===== src/rtl/acc_seq_ctrl.sv =====
// Multi-cycle control sequencer for the 16-bit accumulator CPU datapath.
// Optional single-step gating is enabled with `define ACC_SEQ_SINGLE_STEP_EN.
module acc_seq_ctrl #(
    parameter int unsigned OPC_W = 3,
    parameter int unsigned ST_W  = 4
) (
    input  logic             clk,
    input  logic             reset,
    input  logic             run,
    input  logic [OPC_W-1:0] ir_opcode,
    input  logic             ir_am,
    input  logic             ac_nonzero,
    input  logic             mem_ack,
`ifdef ACC_SEQ_SINGLE_STEP_EN
    input  logic             step,
`endif
    output logic             mem_req,
    output logic             mem_we,
    output logic             addr_sel,
    output logic             ir_ld,
    output logic             pc_inc,
    output logic             pc_ld_ir,
    output logic             pc_ld_md,
    output logic             ma_ld_ir,
    output logic             ma_ld_md,
    output logic             md_ld,
    output logic             ac_ld,
    output logic [1:0]       ac_op,
    output logic             ac_clr,
    output logic             instr_done,
    output logic             halted,
    output logic [ST_W-1:0]  state
);

    typedef enum logic [3:0] {
        StIdle   = 4'd0,
        StFetch  = 4'd1,
        StDecode = 4'd2,
        StIndRd  = 4'd3,
        StIndMa  = 4'd4,
        StOpRd   = 4'd5,
        StExec   = 4'd6,
        StStore  = 4'd7,
        StHalt   = 4'd8
    } state_e;

    localparam logic [OPC_W-1:0] OpNot   = OPC_W'(0);
    localparam logic [OPC_W-1:0] OpAdd   = OPC_W'(1);
    localparam logic [OPC_W-1:0] OpBr    = OPC_W'(2);
    localparam logic [OPC_W-1:0] OpInc   = OPC_W'(3);
    localparam logic [OPC_W-1:0] OpStore = OPC_W'(4);
    localparam logic [OPC_W-1:0] OpLoad  = OPC_W'(5);

    state_e state_q, state_d, end_state;
    logic   go_fetch;
    logic   is_br;

    assign is_br = (ir_opcode == OpBr);

`ifdef ACC_SEQ_SINGLE_STEP_EN
    logic step_q, step_pend_q, step_rise, consumed;

    // A step edge seen mid-instruction is held until the next boundary.
    assign step_rise = step & ~step_q;
    assign go_fetch  = run & (step_rise | step_pend_q);
    assign consumed  = go_fetch & ((state_q == StIdle) | instr_done);

    always_ff @(posedge clk) begin
        step_q <= step;
        if (reset || consumed) begin
            step_pend_q <= 1'b0;
        end else if (step_rise) begin
            step_pend_q <= 1'b1;
        end
    end
`else
    assign go_fetch = run;
`endif

    assign end_state = go_fetch ? StFetch : StIdle;

    always_ff @(posedge clk) begin
        if (reset) begin
            state_q <= StIdle;
        end else begin
            state_q <= state_d;
        end
    end

    always_comb begin
        state_d = state_q;
        unique case (state_q)
            StIdle:   if (go_fetch) state_d = StFetch;
            StFetch:  if (mem_ack) state_d = StDecode;
            StDecode: begin
                case (ir_opcode)
                    OpNot, OpInc:   state_d = StExec;
                    OpAdd, OpLoad:  state_d = ir_am ? StIndRd : StOpRd;
                    OpStore:        state_d = ir_am ? StIndRd : StStore;
                    OpBr:           state_d = (ac_nonzero && ir_am) ? StIndRd : end_state;
                    default:        state_d = StHalt;
                endcase
            end
            StIndRd:  if (mem_ack) state_d = StIndMa;
            StIndMa: begin
                if (is_br) begin
                    state_d = end_state;
                end else if (ir_opcode == OpStore) begin
                    state_d = StStore;
                end else begin
                    state_d = StOpRd;
                end
            end
            StOpRd:   if (mem_ack) state_d = StExec;
            StExec:   state_d = end_state;
            StStore:  if (mem_ack) state_d = end_state;
            StHalt:   state_d = StHalt;
            default:  state_d = StIdle;
        endcase
    end

    always_comb begin
        mem_req    = 1'b0;
        mem_we     = 1'b0;
        addr_sel   = 1'b0;
        ir_ld      = 1'b0;
        pc_inc     = 1'b0;
        pc_ld_ir   = 1'b0;
        pc_ld_md   = 1'b0;
        ma_ld_ir   = 1'b0;
        ma_ld_md   = 1'b0;
        md_ld      = 1'b0;
        ac_ld      = 1'b0;
        ac_op      = 2'd0;
        ac_clr     = 1'b0;
        instr_done = 1'b0;
        halted     = 1'b0;
        unique case (state_q)
            StFetch: begin
                mem_req = 1'b1;
                ir_ld   = mem_ack;
                pc_inc  = mem_ack;
            end
            StDecode: begin
                if (!is_br) begin
                    ma_ld_ir = 1'b1;
                end else if (!ac_nonzero) begin
                    instr_done = 1'b1;
                end else if (!ir_am) begin
                    pc_ld_ir   = 1'b1;
                    instr_done = 1'b1;
                end else begin
                    ma_ld_ir = 1'b1;
                end
            end
            StIndRd, StOpRd: begin
                mem_req  = 1'b1;
                addr_sel = 1'b1;
                md_ld    = mem_ack;
            end
            StIndMa: begin
                // Indirect branch target goes straight to PC instead of MA.
                pc_ld_md   = is_br;
                instr_done = is_br;
                ma_ld_md   = ~is_br;
            end
            StExec: begin
                ac_ld      = 1'b1;
                instr_done = 1'b1;
                case (ir_opcode)
                    OpAdd:   ac_op = 2'd1;
                    OpInc:   ac_op = 2'd2;
                    OpLoad:  ac_op = 2'd3;
                    default: ac_op = 2'd0;
                endcase
            end
            StStore: begin
                mem_req    = 1'b1;
                mem_we     = 1'b1;
                addr_sel   = 1'b1;
                ac_clr     = mem_ack;
                instr_done = mem_ack;
            end
            StHalt:  halted = 1'b1;
            default: ;
        endcase
    end

    assign state = ST_W'(state_q);

endmodule


===== config.mk =====
export PLATFORM = sky130hd
export DESIGN_NAME = acc_seq_ctrl
export DESIGN_NICKNAME = d
export VERILOG_FILES = /design/src/rtl/acc_seq_ctrl.sv
export SDC_FILE = /design/constraint.sdc
export NUM_CORES = 1
export LEC_CHECK = 0
export ABC_AREA = 1
export BUFFER_PORTS_ARGS = -buffer_cell sky130_fd_sc_hd__buf_2
export CAP_MARGIN = 10
export CORE_AREA = 2 2 39 41
export CTS_CLUSTER_DIAMETER = 80
export CTS_CLUSTER_SIZE = 24
export DETAILED_ROUTE_END_ITERATION = 12
export DIE_AREA = 0 0 41 43
export PLACE_DENSITY = 0.83
export SYNTH_ARGS = -nofsm -noshare
export SYNTH_HDL_FRONTEND = slang
export SYNTH_SLANG_ARGS = --single-unit

===== constraint.sdc =====
create_clock -name clk -period 1.5 [get_ports clk]
set_clock_uncertainty 0.15 [all_clocks]
set_input_delay 0.15 -clock clk [delete_from_list [all_inputs] [get_ports clk]]
set_output_delay 0.15 -clock clk [all_outputs]
set_load 0.01 [all_outputs]

==> results by group <==
Power
  • Comb pwr share: 70.6%
  • Pwr Density: 1220 nW/um^2
  • Psw: 533 uW
  • Clock Power Share: 13.2%
  • P_int: 524 uW
  • Sw Share: 50.4%
  • Static Leakage: 0.480 nW
  • Share of power burned in registers: 16.2%
  • Pwr Total: 1.06 mW
  • Maximum vdd drop: 0.993 mV

STA
  • Setup ws final: -0.0820 ns
  • Max transition margin: 80.9%
  • Worst-Margin Slew: 0.283 ns
  • RSZ-0062 raised after global routing: yes
  • Period utilisation layout: 105%
  • Fmax: 0.632 GHz
  • Final setup viols: 11
  • Hold Vio Cnt, Final: 0
  • Max-slew violation count: 0
  • Final min period: 1.58 ns

Yosys
  • Avg Cell Area, Syn: 5.28 sq um
  • Synth warn: 0
  • Post-synth EDFFs: 0
  • Synth Flop Type: dfxtp_1
  • Net Count, Synth: 105
  • Synth Cell Area: 507 sq um
  • Seq cells post-synth: 4
  • Cell accounting for the most synthesized area: nand2_1
  • Sequential share of the synthesized area: 15.8%
  • Most frequent cell after synthesis: nand2_1
  • Post-Syn Instances: 96
  • Synth top area share: 20.0%
  • Unique masters post-synth: 18
  • Top cells by count, synth: nand2_1 (27), inv_1 (11), nand3_1 (11), inv_2 (9), nor2_1 (9)
  • Largest cells by area after synthesis: nand2_1 (20%), dfxtp_1 (16%), nand3_1 (11%)
  • Synth async-reset ratio: 0%

Job
  • Maximum Capacitance Violations: 0

Global route
  • Global Route Usage Sum: 20.0%
  • First-pass GRT wire length: 2410 microns
  • Grt ovf: 0
  • Vias in the first global route: 582
  • Initial antenna violation count: 0
  • Pin count of the biggest net entering global routing: 7

Critical path
  • Setup Crit Path Kind: flop to primary output
  • Critical path endpoint category: primary output
  • Crit-path slowest cell: dfxtp_4
  • Critical path peak fanout: 3
  • Delay-heaviest family, CP: simple AND/OR/NAND/NOR gates
  • Worst Path Buf+Inv: 3
  • Worst setup SP type: flop
  • Crit path required time: 1.20 ns
  • Cell mode on critical path: inv_2
  • Crit-path cells: nor2_4, inv_2, nor3_4, inv_2, nor3_2, buf_2
  • CP Data Arrival Time: 1.28 ns
  • CP max stage delay: 0.36 ns

Cells and area
  • Fillers: 130
  • # nets final: 146
  • Diode count: 0
  • Area taken by multi-input logic gates: 440 sq um
  • Post-layout util: 62.8%
  • Synthesis-to-finish area growth: 71.6%
  • Share of layout cells above drive strength 1: 57.8%
  • Max reg flops: 4
  • Reg area: 88.8 sq um

Clocking
  • CTS tree: built
  • Largest buffer count on any clock path: 2
  • Sink Count: 4
  • Worst-skew pair later-pin latency: 0.24 ns
  • CTS H-tree depth: 1
  • CTS Root Cell: clkbuf_4
  • CTS buffer count: 3
  • Clock Pin Slew Worst Setup and Hold Paths: 0.05 ns

Detailed routing
  • Initial DRC count: 20
  • Routed len/inst: 11.8 microns
  • 1st-pass router iterations: 4
  • Vias: 749
  • Routed Antenna Nets: 0
  • Residual DRC: 0
  • Via density: 4.96
  • WL final: 1790 microns

Floorplanning
  • Starting Density: 36.6%
  • Core area: 1380 sq um
  • IO Count: 29
  • Die H: 43 microns
  • Die width: 41 microns
  • Rows: 14
  • Full die area: 1760 sq um

Outcome
  • Violated checks: negative setup slack
  • Run status: finished with violations

Hold path
  • Hold Crit Class: input pin to flop

Placed design
  • RD Place Congestion: 0.805
  • DP HPWL: 1190 microns
  • PortBufs: 28
-- path summary, 6_finish.rpt --
path | startpoint | slack, ns | to | cells past startpoint
setup reg to reg | state[3] | -0.01 | state[2] | 9
hold reg to reg | state[2] | 0.41 | state[2] | 2
setup / recovery | state[3] | -0.08 | pc_ld_ir | 6
hold / removal | ir_opcode[1] | 0.11 | state[3] | 3
-- worst reg2reg max path: stages (launching register included) --
cell and delay [ns]:
dfxtp_4 0.36, nor2_4 0.12, inv_2 0.06, nor3_4 0.20, buf_4 0.16, buf_6 0.10
o21ai_2 0.04, nand2_1 0.06, nand2_1 0.06, a21oi_2 0.13
-- timing repair --
item | 4_1_cts | 5_1_grt
setup buffers | 3 | 1
endpoints found under the hold margin | 4 | 0
endpoints found under the setup margin | 13 | 17
pin swaps | 2 | 5
hold buffers | 1 | 0
gates resized for setup | 9 | 23
-- cells in the final DEF (no fill, tap or decap), types with 3 or more instances in the layout --
cell	Yosys	routed
buf_2	0	28
nand2_1	27	23
inv_2	9	9
inv_1	11	9
nand3_1	11	9
nor2_1	9	8
buf_4	1	6
a21oi_2	0	5
nor2_2	4	3
nor3_2	2	3
a21oi_1	8	3
nand2_2	1	3
clkbuf_4	0	3
-- area by class of cell --
class	instances	area share (%)
repair buffers	37	25.0
clock buffers	3	2.59
inverters	20	9.21
well taps	16	2.30
multi-input cells	71	50.6
flip-flops and latches	4	10.2
-- routing by layer --
metal | global-route usage, % | part of all wire, %
met4 | 10.0 | 0
met3 | 3.66 | 4.0
met5 | 0 | 0
met2 | 33.4 | 56
met1 | 22.5 | 40
-- power by group through the flow --
| stage | registers (mW) | clock network [mW] | logic [mW] |
|---|---|---|---|
| final | 0.171 | 0.140 | 0.746 |
| after global routing | 0.174 | 0.158 | 0.808 |
| after CTS | 0.161 | 0.139 | 0.612 |
| after detailed placement | 0.157 | 0 | 0.549 |
| after global placement | 0.156 | 0 | 0.541 |
| after floorplan | 0.192 | 0 | 0.343 |
-- per-stage QoR --
step / std cells / setup WS (ns) / hold WS [ns] / instance area (sq um) / TNS (ns)
after detailed placement: 143 / 0.00791 / 0.215 / 696 / 0
final: 151 / -0.0820 / 0.105 / 870 / -0.409
after floorplan: 96 / 0.00721 / 0.0691 / 513 / 0
after global routing: 151 / -0.175 / 0.106 / 870 / -1.60
after CTS: 150 / -0.108 / 0.0873 / 779 / -0.528
after global placement: 143 / 0.0381 / 0.203 / 696 / 0
-- cell families after synthesis --
| family | after synthesis | synth area share [%] |
|---|---|---|
| AND/OR/NAND/NOR | 60 | 56.3 |
| AO/OA/AOI/OAI | 11 | 11.6 |
| buffers and inverters | 21 | 16.3 |
| flip-flops | 4 | 15.8 |
Note: power is estimated with default switching activity, not from simulation.
